<file path="config.mk">
export PLATFORM = sky130hd
export DESIGN_NAME = hh_step_scheduler_flat
export DESIGN_NICKNAME = d
export VERILOG_FILES = /design/src/rtl/hh_step_scheduler_if.sv /design/src/rtl/hh_step_scheduler.sv /design/src/flat_wrapper.sv
export SDC_FILE = /design/constraint.sdc
export NUM_CORES = 1
export LEC_CHECK = 0
export CAP_MARGIN = 20
export CORE_ASPECT_RATIO = 0.6
export CORE_MARGIN = 10
export CORE_UTILIZATION = 52
export CTS_CLUSTER_SIZE = 28
export DETAILED_ROUTE_END_ITERATION = 8
export PLACE_DENSITY = 0.79
export SYNTH_ARGS = -nofsm -noshare
export SYNTH_HDL_FRONTEND = slang
export SYNTH_SLANG_ARGS = --single-unit
</file>
<file path="constraint.sdc">
create_clock -name clk -period 2.2 [get_ports clk]
set_clock_uncertainty 0.2 [all_clocks]
set_input_delay 0.44 -clock clk [delete_from_list [all_inputs] [get_ports clk]]
set_output_delay 0.44 -clock clk [all_outputs]
set_load 0.02 [all_outputs]
</file>
<file path="src/rtl/hh_step_scheduler_if.sv">
// Handshake bundle between the step scheduler, the shared HH datapath and the STDP unit.
// The master modport is the scheduler side; the slave modport is the datapath/STDP side.
interface hh_step_scheduler_if #(
  parameter int unsigned IDX_W = 2
);
  logic             dp_start;
  logic [IDX_W-1:0] dp_idx;
  logic             dp_done;
  logic             dp_spike;
  logic             stdp_req;
  logic [IDX_W-1:0] stdp_idx;
  logic             stdp_ack;

  modport master (
    output dp_start, dp_idx, stdp_req, stdp_idx,
    input  dp_done, dp_spike, stdp_ack
  );

  modport slave (
    input  dp_start, dp_idx, stdp_req, stdp_idx,
    output dp_done, dp_spike, stdp_ack
  );
endinterface

</file>
<file path="src/rtl/hh_step_scheduler.sv">
// Per-tick sequencer: one shared HH datapath op per neuron, then one STDP request per spiking neuron.
// Optional refractory skipping is enabled by defining HH_SCHED_REFRACT_EN.
module hh_step_scheduler #(
  parameter int unsigned NUM_NEURONS   = 4,
  parameter int unsigned IDX_W         = 2,
  parameter int unsigned TIMEOUT       = 64,
  parameter int unsigned STEP_W        = 16,
  parameter int unsigned REFRACT_STEPS = 3
) (
  input  logic                   clk,
  input  logic                   reset_n,
  input  logic                   enable_i,
  input  logic                   tick_i,
  input  logic                   clear_err_i,
  hh_step_scheduler_if.master    bus,
  output logic                   busy_o,
  output logic                   step_done_o,
  output logic [NUM_NEURONS-1:0] spike_vec_o,
  output logic [STEP_W-1:0]      step_count_o,
  output logic                   overrun_o,
  output logic                   dp_timeout_err_o
);

  typedef enum logic [2:0] {
    S_IDLE,
    S_ISSUE,
    S_WAIT,
    S_SCAN,
    S_STDP_REQ,
    S_COMMIT
  } state_t;

  localparam int unsigned      TMR_W    = $clog2(TIMEOUT + 1);
  localparam logic [IDX_W-1:0] LAST_IDX = IDX_W'(NUM_NEURONS - 1);
  localparam logic [TMR_W-1:0] TMR_LAST = TMR_W'(TIMEOUT - 1);

  state_t                 state_q, state_d;
  logic [IDX_W-1:0]       idx_q, idx_d;
  logic [NUM_NEURONS-1:0] spike_buf_q, spike_buf_d;
  logic [TMR_W-1:0]       timer_q, timer_d;
  logic [NUM_NEURONS-1:0] spike_vec_q, spike_vec_d;
  logic [STEP_W-1:0]      step_count_q, step_count_d;
  logic                   overrun_q, overrun_d;
  logic                   tmo_q, tmo_d;
  logic                   set_tmo;
  logic                   step_done_q, step_done_d;
  logic                   dp_start_q, dp_start_d;
  logic [IDX_W-1:0]       dp_idx_q;
  logic                   stdp_req_q;
  logic [IDX_W-1:0]       stdp_idx_q;
  logic                   busy_q;

  // skip_cur: current ISSUE slot is refractory; launch_nxt: neuron entering ISSUE may launch.
  logic                   skip_cur;
  logic                   launch_nxt;

`ifdef HH_SCHED_REFRACT_EN
  localparam int unsigned RC_W = (REFRACT_STEPS < 1) ? 1 : $clog2(REFRACT_STEPS + 1);

  logic [RC_W-1:0] refr_q [NUM_NEURONS];
  logic [RC_W-1:0] refr_d [NUM_NEURONS];

  always_comb begin
    skip_cur   = (state_q == S_ISSUE) && (refr_q[idx_q] != '0);
    launch_nxt = (refr_q[idx_d] == '0);
  end

  always_comb begin
    for (int unsigned n = 0; n < NUM_NEURONS; n++) begin
      refr_d[n] = refr_q[n];
    end
    if (skip_cur) begin
      refr_d[idx_q] = refr_q[idx_q] - RC_W'(1);
    end
    if (state_q == S_COMMIT) begin
      for (int unsigned n = 0; n < NUM_NEURONS; n++) begin
        if (spike_buf_q[n]) begin
          refr_d[n] = RC_W'(REFRACT_STEPS);
        end
      end
    end
  end

  always_ff @(posedge clk or negedge reset_n) begin
    if (!reset_n) begin
      for (int unsigned n = 0; n < NUM_NEURONS; n++) begin
        refr_q[n] <= '0;
      end
    end else begin
      for (int unsigned n = 0; n < NUM_NEURONS; n++) begin
        refr_q[n] <= refr_d[n];
      end
    end
  end
`else
  logic unused_refract;
  assign unused_refract = (REFRACT_STEPS != 0);

  always_comb begin
    skip_cur   = 1'b0;
    launch_nxt = 1'b1;
  end
`endif

  always_comb begin
    state_d      = state_q;
    idx_d        = idx_q;
    spike_buf_d  = spike_buf_q;
    timer_d      = timer_q;
    spike_vec_d  = spike_vec_q;
    step_count_d = step_count_q;
    step_done_d  = 1'b0;
    set_tmo      = 1'b0;

    unique case (state_q)
      S_IDLE: begin
        if (tick_i && enable_i) begin
          state_d     = S_ISSUE;
          idx_d       = '0;
          spike_buf_d = '0;
        end
      end

      S_ISSUE: begin
        if (skip_cur) begin
          spike_buf_d[idx_q] = 1'b0;
          if (idx_q == LAST_IDX) begin
            state_d = S_SCAN;
            idx_d   = '0;
          end else begin
            state_d = S_ISSUE;
            idx_d   = idx_q + IDX_W'(1);
          end
        end else begin
          state_d = S_WAIT;
          timer_d = '0;
        end
      end

      S_WAIT: begin
        // A timeout completes the slot exactly like dp_done, but with no spike.
        if (bus.dp_done || (timer_q == TMR_LAST)) begin
          if (bus.dp_done) begin
            spike_buf_d[idx_q] = bus.dp_spike;
          end else begin
            spike_buf_d[idx_q] = 1'b0;
            set_tmo            = 1'b1;
          end
          if (idx_q == LAST_IDX) begin
            state_d = S_SCAN;
            idx_d   = '0;
          end else begin
            state_d = S_ISSUE;
            idx_d   = idx_q + IDX_W'(1);
          end
        end else begin
          timer_d = timer_q + TMR_W'(1);
        end
      end

      S_SCAN: begin
        if (spike_buf_q[idx_q]) begin
          state_d = S_STDP_REQ;
        end else if (idx_q == LAST_IDX) begin
          state_d = S_COMMIT;
          idx_d   = '0;
        end else begin
          idx_d = idx_q + IDX_W'(1);
        end
      end

      S_STDP_REQ: begin
        if (bus.stdp_ack) begin
          if (idx_q == LAST_IDX) begin
            state_d = S_COMMIT;
            idx_d   = '0;
          end else begin
            state_d = S_SCAN;
            idx_d   = idx_q + IDX_W'(1);
          end
        end
      end

      S_COMMIT: begin
        spike_vec_d  = spike_buf_q;
        step_count_d = step_count_q + STEP_W'(1);
        step_done_d  = 1'b1;
        state_d      = S_IDLE;
      end

      default: begin
        state_d = S_IDLE;
      end
    endcase
  end

  // Sticky flags: a set in the same cycle as clear_err wins.
  always_comb begin
    overrun_d  = (overrun_q & ~clear_err_i) | (tick_i && (state_q != S_IDLE));
    tmo_d      = (tmo_q & ~clear_err_i) | set_tmo;
    dp_start_d = (state_d == S_ISSUE) && launch_nxt;
  end

  // Handshake outputs are registered from next-state so they align with the state they belong to.
  always_ff @(posedge clk or negedge reset_n) begin
    if (!reset_n) begin
      state_q      <= S_IDLE;
      idx_q        <= '0;
      spike_buf_q  <= '0;
      timer_q      <= '0;
      spike_vec_q  <= '0;
      step_count_q <= '0;
      overrun_q    <= 1'b0;
      tmo_q        <= 1'b0;
      step_done_q  <= 1'b0;
      dp_start_q   <= 1'b0;
      dp_idx_q     <= '0;
      stdp_req_q   <= 1'b0;
      stdp_idx_q   <= '0;
      busy_q       <= 1'b0;
    end else begin
      state_q      <= state_d;
      idx_q        <= idx_d;
      spike_buf_q  <= spike_buf_d;
      timer_q      <= timer_d;
      spike_vec_q  <= spike_vec_d;
      step_count_q <= step_count_d;
      overrun_q    <= overrun_d;
      tmo_q        <= tmo_d;
      step_done_q  <= step_done_d;
      dp_start_q   <= dp_start_d;
      dp_idx_q     <= idx_d;
      stdp_req_q   <= (state_d == S_STDP_REQ);
      stdp_idx_q   <= idx_d;
      busy_q       <= (state_d != S_IDLE);
    end
  end

  assign bus.dp_start     = dp_start_q;
  assign bus.dp_idx       = dp_idx_q;
  assign bus.stdp_req     = stdp_req_q;
  assign bus.stdp_idx     = stdp_idx_q;
  assign busy_o           = busy_q;
  assign step_done_o      = step_done_q;
  assign spike_vec_o      = spike_vec_q;
  assign step_count_o     = step_count_q;
  assign overrun_o        = overrun_q;
  assign dp_timeout_err_o = tmo_q;

endmodule
</file>
<file path="src/flat_wrapper.sv">
// flat-port wrapper written by rule: the top's interface ports become plain ports
module hh_step_scheduler_flat 
#(
  parameter int unsigned NUM_NEURONS   = 4,
  parameter int unsigned IDX_W         = 2,
  parameter int unsigned TIMEOUT       = 64,
  parameter int unsigned STEP_W        = 16,
  parameter int unsigned REFRACT_STEPS = 3
)
  (clk, reset_n, enable_i, tick_i, clear_err_i, busy_o, step_done_o, spike_vec_o, step_count_o, overrun_o, dp_timeout_err_o, bus_dp_start, bus_dp_idx, bus_stdp_req, bus_stdp_idx, bus_dp_done, bus_dp_spike, bus_stdp_ack);
  hh_step_scheduler_if #(.IDX_W(IDX_W)) bus_i ();
  input  logic clk;
  input  logic reset_n;
  input  logic enable_i;
  input  logic tick_i;
  input  logic clear_err_i;
  output logic busy_o;
  output logic step_done_o;
  output logic [NUM_NEURONS-1:0] spike_vec_o;
  output logic [STEP_W-1:0] step_count_o;
  output logic overrun_o;
  output logic dp_timeout_err_o;
  output wire logic [$bits(bus_i.dp_start)-1:0] bus_dp_start;
  output wire logic [$bits(bus_i.dp_idx)-1:0] bus_dp_idx;
  output wire logic [$bits(bus_i.stdp_req)-1:0] bus_stdp_req;
  output wire logic [$bits(bus_i.stdp_idx)-1:0] bus_stdp_idx;
  input wire logic [$bits(bus_i.dp_done)-1:0] bus_dp_done;
  input wire logic [$bits(bus_i.dp_spike)-1:0] bus_dp_spike;
  input wire logic [$bits(bus_i.stdp_ack)-1:0] bus_stdp_ack;
  assign bus_dp_start = bus_i.dp_start;
  assign bus_dp_idx = bus_i.dp_idx;
  assign bus_stdp_req = bus_i.stdp_req;
  assign bus_stdp_idx = bus_i.stdp_idx;
  assign bus_i.dp_done = bus_dp_done;
  assign bus_i.dp_spike = bus_dp_spike;
  assign bus_i.stdp_ack = bus_stdp_ack;
  hh_step_scheduler #(.NUM_NEURONS(NUM_NEURONS), .IDX_W(IDX_W), .TIMEOUT(TIMEOUT), .STEP_W(STEP_W), .REFRACT_STEPS(REFRACT_STEPS)) u_core (.clk(clk), .reset_n(reset_n), .enable_i(enable_i), .tick_i(tick_i), .clear_err_i(clear_err_i), .bus(bus_i), .busy_o(busy_o), .step_done_o(step_done_o), .spike_vec_o(spike_vec_o), .step_count_o(step_count_o), .overrun_o(overrun_o), .dp_timeout_err_o(dp_timeout_err_o));
endmodule
</file>
==> results of run 1 <==
==> metal layers <==
metal / part of all wire, % / GRT usage (%) / vias to the layer above
li1: - / - / 791
met5: 0 / 0 / -
met3: 6.6 / 4.46 / 4
met4: 1.1 / 4.17 / 0
met1: 50 / 19.7 / 781
met2: 42 / 19.6 / 41
==> logic make-up (layout without fill, tap and decap cells) <==
kind of cell | after synthesis | count (layout) | synth area share [%]
and+or+nand+nor | 80 | 80 | 22.3
DFF | 42 | 42 | 49.8
AOI/OAI and AO/OA | 31 | 31 | 11.1
buffers and inverters | 19 | 71 | 4.62
xor gates and xnor gates | 16 | 16 | 6.63
adders and majority gates | 6 | 6 | 3.55
muxes | 3 | 3 | 2.01
==> registers in the layout, indices dropped and copies added, names as in the netlist <==
name,cells
u_core.timer_q,7
u_core.step_count_o,16
u_core.bus.stdp_req,1
u_core.step_done_o,1
u_core.spike_buf_q,4
u_core.overrun_o,1
u_core.state_q,3
u_core.dp_timeout_err_o,1
u_core.bus.dp_start,1
u_core.idx_q,2
u_core.spike_vec_o,4
u_core.busy_o,1
==> Yosys cell counts, types with 3 or more instances <==
library cell / n / area [um2]
xnor2_1: 10 / 87.6
and4_1: 5 / 43.8
o211ai_1: 3 / 22.5
or3_1: 4 / 25.0
a21oi_1: 5 / 25.0
dfrtp_1: 42 / 1050
nor2_1: 5 / 18.8
inv_1: 9 / 33.8
nand2b_1: 6 / 37.5
nand2_1: 24 / 90.1
o21ai_0: 8 / 40.0
a22o_1: 4 / 35.0
ha_1: 6 / 75.1
nand3_1: 12 / 60.1
buf_4: 5 / 37.5
xor2_1: 6 / 52.6
==> per-stage QoR <==
step           power [mW]  utilization (%)  hold WS [ps]  setup WS [ps]  TNS, ps
4_1_cts              3.05             72.4          19.6           77.4        0
3_3_place_gp         2.26             68.6           263          -44.9    -98.2
2_1_floorplan        1.81                -         -55.6            187        0
3_5_place_dp         2.30             68.6           275           -141     -453
5_1_grt              3.22             72.4          52.9           37.7        0
6_report             3.05             72.4         0.782           97.4        0
==> final timing paths <==
kind | end | slack, ps
min in group clk | u_core.step_count_o[15]$_DFFE_PN0P_ | 280
setup reg to reg | u_core.idx_q[0]$_DFFE_PN0P_ | 220
max in group asynchronous | u_core.step_count_o[2]$_DFFE_PN0P_ | 1230
hold / removal | u_core.spike_buf_q[3]$_DFFE_PN0P_ | 0.8
hold reg to reg | u_core.step_count_o[15]$_DFFE_PN0P_ | 280
setup / recovery | bus_dp_idx[0] | 100
==> placed cells by master, fill, tap and decap left out, types with 3 or more instances in the layout <==
cell	n
dfrtp_1	41
clkdlybuf4s50_1	36
nand2_1	24
buf_4	15
nand3_1	12
xnor2_1	10
inv_1	9
o21ai_0	8
nand2b_1	6
xor2_1	6
ha_1	6
clkbuf_8	6
nor2_1	5
a21oi_1	5
and4_1	5
or3_1	4
a22o_1	4
o211ai_1	3
==> timing repair <==
action / 4_1_cts / 5_1_grt
setup buffers: 0 / 0
endpoints found under the setup margin: 0 / 1
resized for setup: 0 / 1
==> cell type report <==
type	count	share of cell area, %
clock inverters	2	2.19
inverters	11	1.69
well taps	47	2.15
repair buffers	52	17.4
flip-flops and latches	42	38.4
clock buffers	6	3.01
multi-input cells	136	35.1
==> power breakdown <==
group | switching, mW | internal [mW] | total [mW]
combinational | 0.617 | 0.570 | 1.19
sequential | 0.187 | 0.925 | 1.11
clock | 0.267 | 0.484 | 0.751
total | 1.07 | 1.98 | 3.05
==> reports/metrics.yaml, run 1 <==
setup_path:
  r2r_start: "u_core.timer_q[0]$_DFFE_PN0P_"
  worst_setup_path_end_kind: "primary output"
  slowest_stage: "clkdlybuf4s50_1"
  max_stage_delay_ps: 610
  ff2ff_path_depth: 6
  crit_start: "u_core.idx_q[0]$_DFFE_PN0P_"
  crit_buf_inv: 2
  path_max_fanout: 6
  arrival_ps: 1460
  path_depth: 2
  start_kind: "register"
  critical_path_class: "register to primary output"
  crit_family: "buffers and inverters"
  worstPathCellList: "buf_4 -> clkdlybuf4s50_1"
  cp.required_ps: 1560
floorplan:
  row_count: 17
  coreArea_um2: 3790
  die_y_um: 69.4
  fp.dieArea_um2: 7090
  io_pins: 38
  die_w_um: 102
  initial_core_util_pct: 55.8
global_routing:
  grt_pass1_wl_um: 7960
  antenna_found_initial: 0
  grt_use_total_pct: 14.0
  grt_max_degree: 34
  grt_pass1_vias: 1573
  grt.overflow.total: 0
clock_network:
  path_clk_slew_ps: 80
  cts_hold_buf: 0
  cts.sinks: 42
  cts.path.max_buffers: 2
  numCtsBuffers: 5
  clock_latency_ps: 290
  cts_tree: "yes"
  h-tree-depth: 2
  root_buffer: "clkbuf_8"
hold_path:
  hold_path.class: "input pin to async pin"
routing:
  ant_nets: 0
  via_count: 1617
  route.detailed.drc: 0
  drt_first_pass_iters: 4
  drt_iter0_drc: 93
  avgViaCountPerCell: 5.46
  post_drt_wl_per_cell_um: 16.5
  wl_um: 4880
synthesis:
  syn-cell-area_um2: 2110
  syn_area_per_cell_um2: 10.7
  async_flop_share_pct: 100
  yosys_warnings: 0
  ys_types: 50
  synth.ff_latch_count: 42
  synth_edf_count: 0
  syn_nets: 211
  synth_cells: 197
  ys.flop_type: "dfrtp_1"
  ys_seq_area_share_pct: 49.8
timing:
  max_slew_margin_pct: 51.2
  hold_viol_final: 0
  finalCritPeriodShare_pct: 95.6
  worst_pin_slew_ps: 732
  max_clock_freq_ghz: 0.476
  drv_slew: 0
  min_period_ps: 2100
  grt_setup_unrepaired: "false"
  setup_violations: 0
final_layout:
  diodes: 0
  drive_gt1_share_pct: 15.7
  area_growth_pct: 29.8
  multi_input_area_um2: 963
  regArea_um2: 1050
  nets: 262
  fin_area_um2: 2740
  fillCellCount: 272
  stdcell_count: 296
place:
  io_buffers: 37
  dpl_cell_area_um2: 2600
  place_inst: 288
  gp_congestion: 0.844
  hpwl_um: 3700
power:
  power_leakage_nw: 1.24
  p_per_area_nw_per_um2: 1110
  ir_drop_v: 0.000815
outcome:
  status: "finished clean"
flow_run:
  cap_violations: 0
Power figures use the tool's default switching activity.
==> inputs of run 2 (changes only) <==
Settings changed: RECOVER_POWER from default to 50.
==> run 2 against run 1 <==
- core utilization is 0.46 points lower
- wire length is 0.25% lower
- final cell count stayed put
- sequential power hardly changed
- worst setup slack better by 3.6 ps
- combinational power hardly changed
- fmax is 0.17% higher
- global-route usage stayed put
==> reports/metrics.yaml, run 2 (same netlist as run 1, synthesis figures left out) <==
floorplan:
  fp.dieArea_um2: 7090  # unchanged
  coreArea_um2: 3790  # unchanged
  die_w_um: 102  # unchanged
  io_pins: 38  # unchanged
  die_y_um: 69.4  # unchanged
  initial_core_util_pct: 55.8  # unchanged
  row_count: 17  # unchanged
clock_network:
  cts_hold_buf: 0  # unchanged
  cts.path.max_buffers: 2  # unchanged
  h-tree-depth: 2  # unchanged
  path_clk_slew_ps: 80  # about the same
  numCtsBuffers: 5  # unchanged
  cts.sinks: 42  # unchanged
  cts_tree: "yes"
  clock_latency_ps: 290  # about the same
  root_buffer: "clkbuf_8"
  post_cts_buffers: 0  # unchanged
setup_path:
  critical_path_class: "register to primary output"
  max_stage_delay_ps: 610  # about the same
  ff2ff_path_depth: 6  # unchanged
  arrival_ps: 1460  # about the same
  r2r-end: "u_core.idx_q[0]$_DFFE_PN0P_"
  cp-endpoint: "bus_dp_idx[0]"
  crit_start: "u_core.idx_q[0]$_DFFE_PN0P_"
  worst_setup_path_end_kind: "primary output"
  worst-r2r-setup-slack_ps: 220  # about the same
  r2r_start: "u_core.timer_q[0]$_DFFE_PN0P_"
  path_max_fanout: 6  # unchanged
  slowest_stage: "clkdlybuf4s50_1"
  worstPathCellList: "buf_4 -> clkdlybuf4s50_1"
  cp.required_ps: 1560  # about the same
  start_kind: "register"
global_routing:
  grt_pass1_vias: 1573  # unchanged
  grt_max_degree: 34  # unchanged
  antenna_found_initial: 0  # unchanged
  grt_pass1_wl_um: 7960  # unchanged
  grt.overflow.total: 0  # unchanged
  grt_use_total_pct: 14.0  # unchanged
final_layout:
  area_growth_pct: 29.0
  diodes: 0  # unchanged
  nets: 262  # unchanged
  largest_reg_flops: 16  # unchanged
  final_cell_mix: "dfrtp_1, clkdlybuf4s50_1, nand2_1"
  stdcell_count: 296  # unchanged
  fin_util_pct: 71.9  # -0.46 points
  fillCellCount: 271  # -0.37%
  drive_gt1_share_pct: 13.7  # -2.0 points
  final_common_cell: "dfrtp_1"
timing:
  max_slew_margin_pct: 45.8  # -5.4 points
  setup_violations: 0  # unchanged
  worst_pin_slew_ps: 814  # +81.6 ps
  grt_setup_unrepaired: "false"
  min_period_ps: 2100  # -3.57 ps
  hold_viol_final: 0  # unchanged
  drv_slew: 0  # unchanged
  finalCritPeriodShare_pct: 95.4  # -0.16 points
  fin_tns_setup_ps: 0  # unchanged
  max_clock_freq_ghz: 0.476  # +0.17%
hold_path:
  hold_path.class: "input pin to async pin"
power:
  power_leakage_nw: 1.23  # -1.3%
  ir_drop_v: 0.000814  # -0.16%
  power_mw: 3.04  # -0.32%
  p_per_area_nw_per_um2: 1120  # +0.32%
outcome:
  status: "finished clean"
routing:
  highest_layer: "met4"
  via_count: 1620  # +0.19%
  routed-wl-met2_um: 2070  # +0.63%
  wl_um: 4870  # -0.25%
  drt_first_pass_iters: 4  # unchanged
  route.detailed.drc: 0  # unchanged
  post_drt_wl_per_cell_um: 16.5  # -0.25%
  drt_iter0_drc: 89  # -4.3%
  wl_met1_um: 2390  # -2.3%
  avgViaCountPerCell: 5.47  # +0.19%
  dr_wl_met3_um: 355  # +9.9%
  ant_nets: 0  # unchanged
place:
  io_buffers: 37  # unchanged
  hpwl_um: 3700  # unchanged
  place_inst: 288  # unchanged
  gp_congestion: 0.844  # unchanged
flow_run:
  cap_violations: 0  # unchanged
[run 2: layout make-up]
cell class,count,area [um2],area share (%)
Tap cell,47,58.8,2.16
Clock buffer,6,82.6,3.03
Inverter,11,46.3,1.70
Clock inverter,2,60.1,2.20
Multi-Input combinational cell,136,961,35.3
Sequential cell,42,1050,38.6
Timing Repair Buffer,52,463,17.0
[run 2: worst max-delay path: cells and delay by family, from the launching register on]
kind | cells | cell delay, ps
flops | 1 | 400
buf+inv | 2 | 770
[run 2: worst min-delay path by stage]
stage / start / to / slack, ps / cells after the start
3_5_place_dp: u_core.step_count_o[15]$_DFFE_PN0P_ / u_core.step_count_o[15]$_DFFE_PN0P_ / 270 / 1
6_report: reset_n / u_core.timer_q[0]$_DFFE_PN0P_ / 30 / 1
4_1_cts: reset_n / u_core.timer_q[0]$_DFFE_PN0P_ / 20 / 1
2_1_floorplan: reset_n / u_core.bus.dp_start$_DFF_PN0_ / -60 / 0
3_3_place_gp: u_core.step_count_o[15]$_DFFE_PN0P_ / u_core.step_count_o[15]$_DFFE_PN0P_ / 260 / 1
5_1_grt: reset_n / u_core.timer_q[3]$_DFFE_PN0P_ / 90 / 1
[run 2: where the power goes]
part	switching [mW]	leakage [nW]	internal, mW
logic	0.618	0.589	0.563
registers	0.185	0.567	0.925
clock network	0.265	0.0714	0.484
total	1.07	1.23	1.97
[run 2: per-stage QoR]
stage | hold slack, ps | worst slack (ps) | area (um2)
floorplan | -55.6 | 187 | 2110
finish | 25.7 | 101 | 2720
detailed placement | 275 | -141 | 2600
CTS | 19.6 | 77.4 | 2740
global placement | 263 | -44.9 | 2600
global route | 85.6 | 37.7 | 2720
[run 2: per-layer routing]
layer	up-vias	global-route usage, %
met1	779	19.7
met5	-	0
li1	793	-
met2	44	19.6
met3	4	4.46
met4	0	4.17
[run 2: what timing repair did]
action | CTS | global route
resized for setup | 0 | 1
endpoints found under the setup margin | 0 | 1
endpoints found under the hold margin | 0 | 0
==> inputs of run 3 (changes only) <==
Settings changed: GPL_TIMING_DRIVEN from default to 0.
==> run 3 against run 2 <==
- worst setup slack improved by 2.5 ps
- wire length fell by 2.2%
- flip-flop and latch count did not move
==> reports/metrics.yaml, run 3 (same netlist as run 1, synthesis figures left out) <==
place:
  io_buffers: 37  # unchanged
  gp_congestion: 0.815  # -3.4%
  hpwl_um: 3680  # -0.53%
  dp_slack_ps: -199  # -57.8 ps
clock_network:
  path_clk_slew_ps: 80  # about the same
  numCtsBuffers: 5  # unchanged
  h-tree-depth: 2  # unchanged
  cts.path.max_buffers: 2  # unchanged
  root_buffer: "clkbuf_8"
  cts.sinks: 42  # unchanged
  clock_latency_ps: 300  # about the same
  cts_tree: "yes"
global_routing:
  antenna_found_initial: 0  # unchanged
  grt_use_total_pct: 14.4  # +0.48 points
  grt.overflow.total: 0  # unchanged
  grt_max_degree: 25  # -26%
  grt_pass1_wl_um: 8170  # +2.6%
  grt_pass1_vias: 1557  # -1.0%
timing:
  fin_tns_setup_ps: 0  # unchanged
  worst_pin_slew_ps: 1090  # +278 ps
  finalCritPeriodShare_pct: 95.3  # -0.12 points
  setup_ws_ps: 104  # +2.55 ps
  grt_setup_unrepaired: "false"
  setup_violations: 0  # unchanged
  max_clock_freq_ghz: 0.477  # +0.12%
  hold_viol_final: 0  # unchanged
  max_slew_margin_pct: 27.2  # -19 points
  min_period_ps: 2100  # -2.55 ps
  drv_slew: 0  # unchanged
final_layout:
  largest_reg_flops: 16  # unchanged
  diodes: 0  # unchanged
  multi_input_area_um2: 961  # unchanged
  fillCellCount: 285  # +5.2%
  drive_gt1_share_pct: 12.7  # -1.0 points
  regArea_um2: 1050  # +0.12%
  fin_util_pct: 71.8  # -0.13 points
  final_common_cell: "dfrtp_1"
  final_cell_mix: "dfrtp_1, clkdlybuf4s50_1, nand2_1"
  area_growth_pct: 28.7
  nets: 258  # -1.5%
setup_path:
  worstPathCellList: "buf_4 -> clkdlybuf4s50_1"
  arrival_ps: 1460  # about the same
  path_max_fanout: 7  # +1
  worst_setup_path_end_kind: "primary output"
  worst-r2r-setup-slack_ps: 200  # -20 ps
  ff2ff_path_depth: 4  # -2
  slowest_stage: "clkdlybuf4s50_1"
  max_stage_delay_ps: 590  # -20 ps
  start_kind: "register"
  r2r_start: "u_core.state_q[2]$_DFF_PN0_"
  critical_path_class: "register to primary output"
  r2r-end: "u_core.bus.stdp_req$_DFF_PN0_"
  cp.required_ps: 1560  # about the same
power:
  switching_power_mw: 1.04  # -2.5%
  p_sw_share_pct: 34.9  # -0.27 points
  p_per_area_nw_per_um2: 1100  # -1.5%
  p_clk_share_pct: 25.1  # +0.5 points
  intPower_mw: 1.95  # -1.3%
  power_leakage_nw: 1.22  # -0.59%
  power_mw: 2.99  # -1.7%
  p_comb_share_pct: 39.4  # +0.6 points
  ir_drop_v: 0.000689  # -15%
  seqPwrFrac_pct: 35.5  # -1.0 points
floorplan:
  fp.dieArea_um2: 7090  # unchanged
  initial_core_util_pct: 55.8  # unchanged
  die_y_um: 69.4  # unchanged
  die_w_um: 102  # unchanged
  io_pins: 38  # unchanged
  coreArea_um2: 3790  # unchanged
  row_count: 17  # unchanged
hold_path:
  hold_path_depth: 1
  min-delay-start: "u_core.step_count_o[15]$_DFFE_PN0P_"
  hold_end: "u_core.step_count_o[15]$_DFFE_PN0P_"
  hold_path.class: "register to register"
routing:
  drt_iter0_drc: 107  # +20%
  ant_nets: 0  # unchanged
  post_drt_wl_per_cell_um: 16.3  # -0.90%
  avgViaCountPerCell: 5.64  # +3.1%
  drt_first_pass_iters: 4  # unchanged
  route.detailed.drc: 0  # unchanged
  via_count: 1648  # +1.7%
  wl_um: 4760  # -2.2%
outcome:
  status: "finished clean"
flow_run:
  cap_violations: 0  # unchanged
-- run 3: timing repair --
item,4_1_cts,5_1_grt
endpoints found under the hold margin,18,0
hold buffers,1,0
pin swaps,0,1
endpoints found under the setup margin,1,3
buffers inserted,0,1
resized for setup,1,1
-- run 3: critical path, delay by kind of cell, from the launching register on --
kind / cells / cell delay (ps)
DFF: 1 / 440
buffers and inverters: 2 / 720
-- run 3: power by group through the flow --
stage	logic, mW	clock network [mW]	registers [mW]
2_1_floorplan	0.666	0	1.14
3_3_place_gp	1.13	0	1.07
3_5_place_dp	1.16	0	1.07
4_1_cts	1.16	0.757	1.06
5_1_grt	1.29	0.802	1.09
6_report	1.18	0.749	1.06
-- run 3: metrics by stage --
step	area, um2	std cells	hold slack (ps)
final	2720	292	274
after global routing	2720	292	312
after CTS	2720	291	281
after detailed placement	2560	282	222
after global placement	2540	281	263
after floorplan	2110	197	-55.6
-- run 3: worst max path at each step --
stage | cells past startpoint | slack (ps) | end | startpoint
after detailed placement | 6 | -200 | u_core.timer_q[4]$_DFFE_PN0P_ | bus_dp_done
after floorplan | 4 | 190 | u_core.busy_o$_DFF_PN0_ | u_core.idx_q[0]$_DFFE_PN0P_
after global placement | 1 | -510 | u_core.step_count_o[15]$_DFFE_PN0P_ | reset_n
after CTS | 2 | 50 | bus_stdp_idx[1] | u_core.idx_q[1]$_DFFE_PN0P_
final | 2 | 100 | bus_stdp_idx[0] | u_core.idx_q[0]$_DFFE_PN0P_
after global routing | 6 | 4 | u_core.timer_q[4]$_DFFE_PN0P_ | bus_dp_done
-- run 3: routing by layer --
| metal | up-vias | part of all wire [%] | GRT usage (%) |
|---|---|---|---|
| li1 | 785 | - | - |
| met1 | 800 | 50 | 21.1 |
| met2 | 58 | 41 | 19.1 |
| met3 | 5 | 8.1 | 4.37 |
| met4 | 0 | 0.97 | 5.56 |
| met5 | - | 0 | 0 |
-- run 3: area by class of cell --
| cell class | count | share of cell area, % |
|---|---|---|
| Sequential cell | 42 | 38.7 |
| Clock inverter | 2 | 2.21 |
| Timing Repair Buffer | 40 | 15.0 |
| Multi-Input combinational cell | 136 | 35.3 |
| Tap cell | 47 | 2.16 |
| Buffer | 8 | 1.75 |
| Inverter | 11 | 1.70 |
| Clock buffer | 6 | 3.04 |
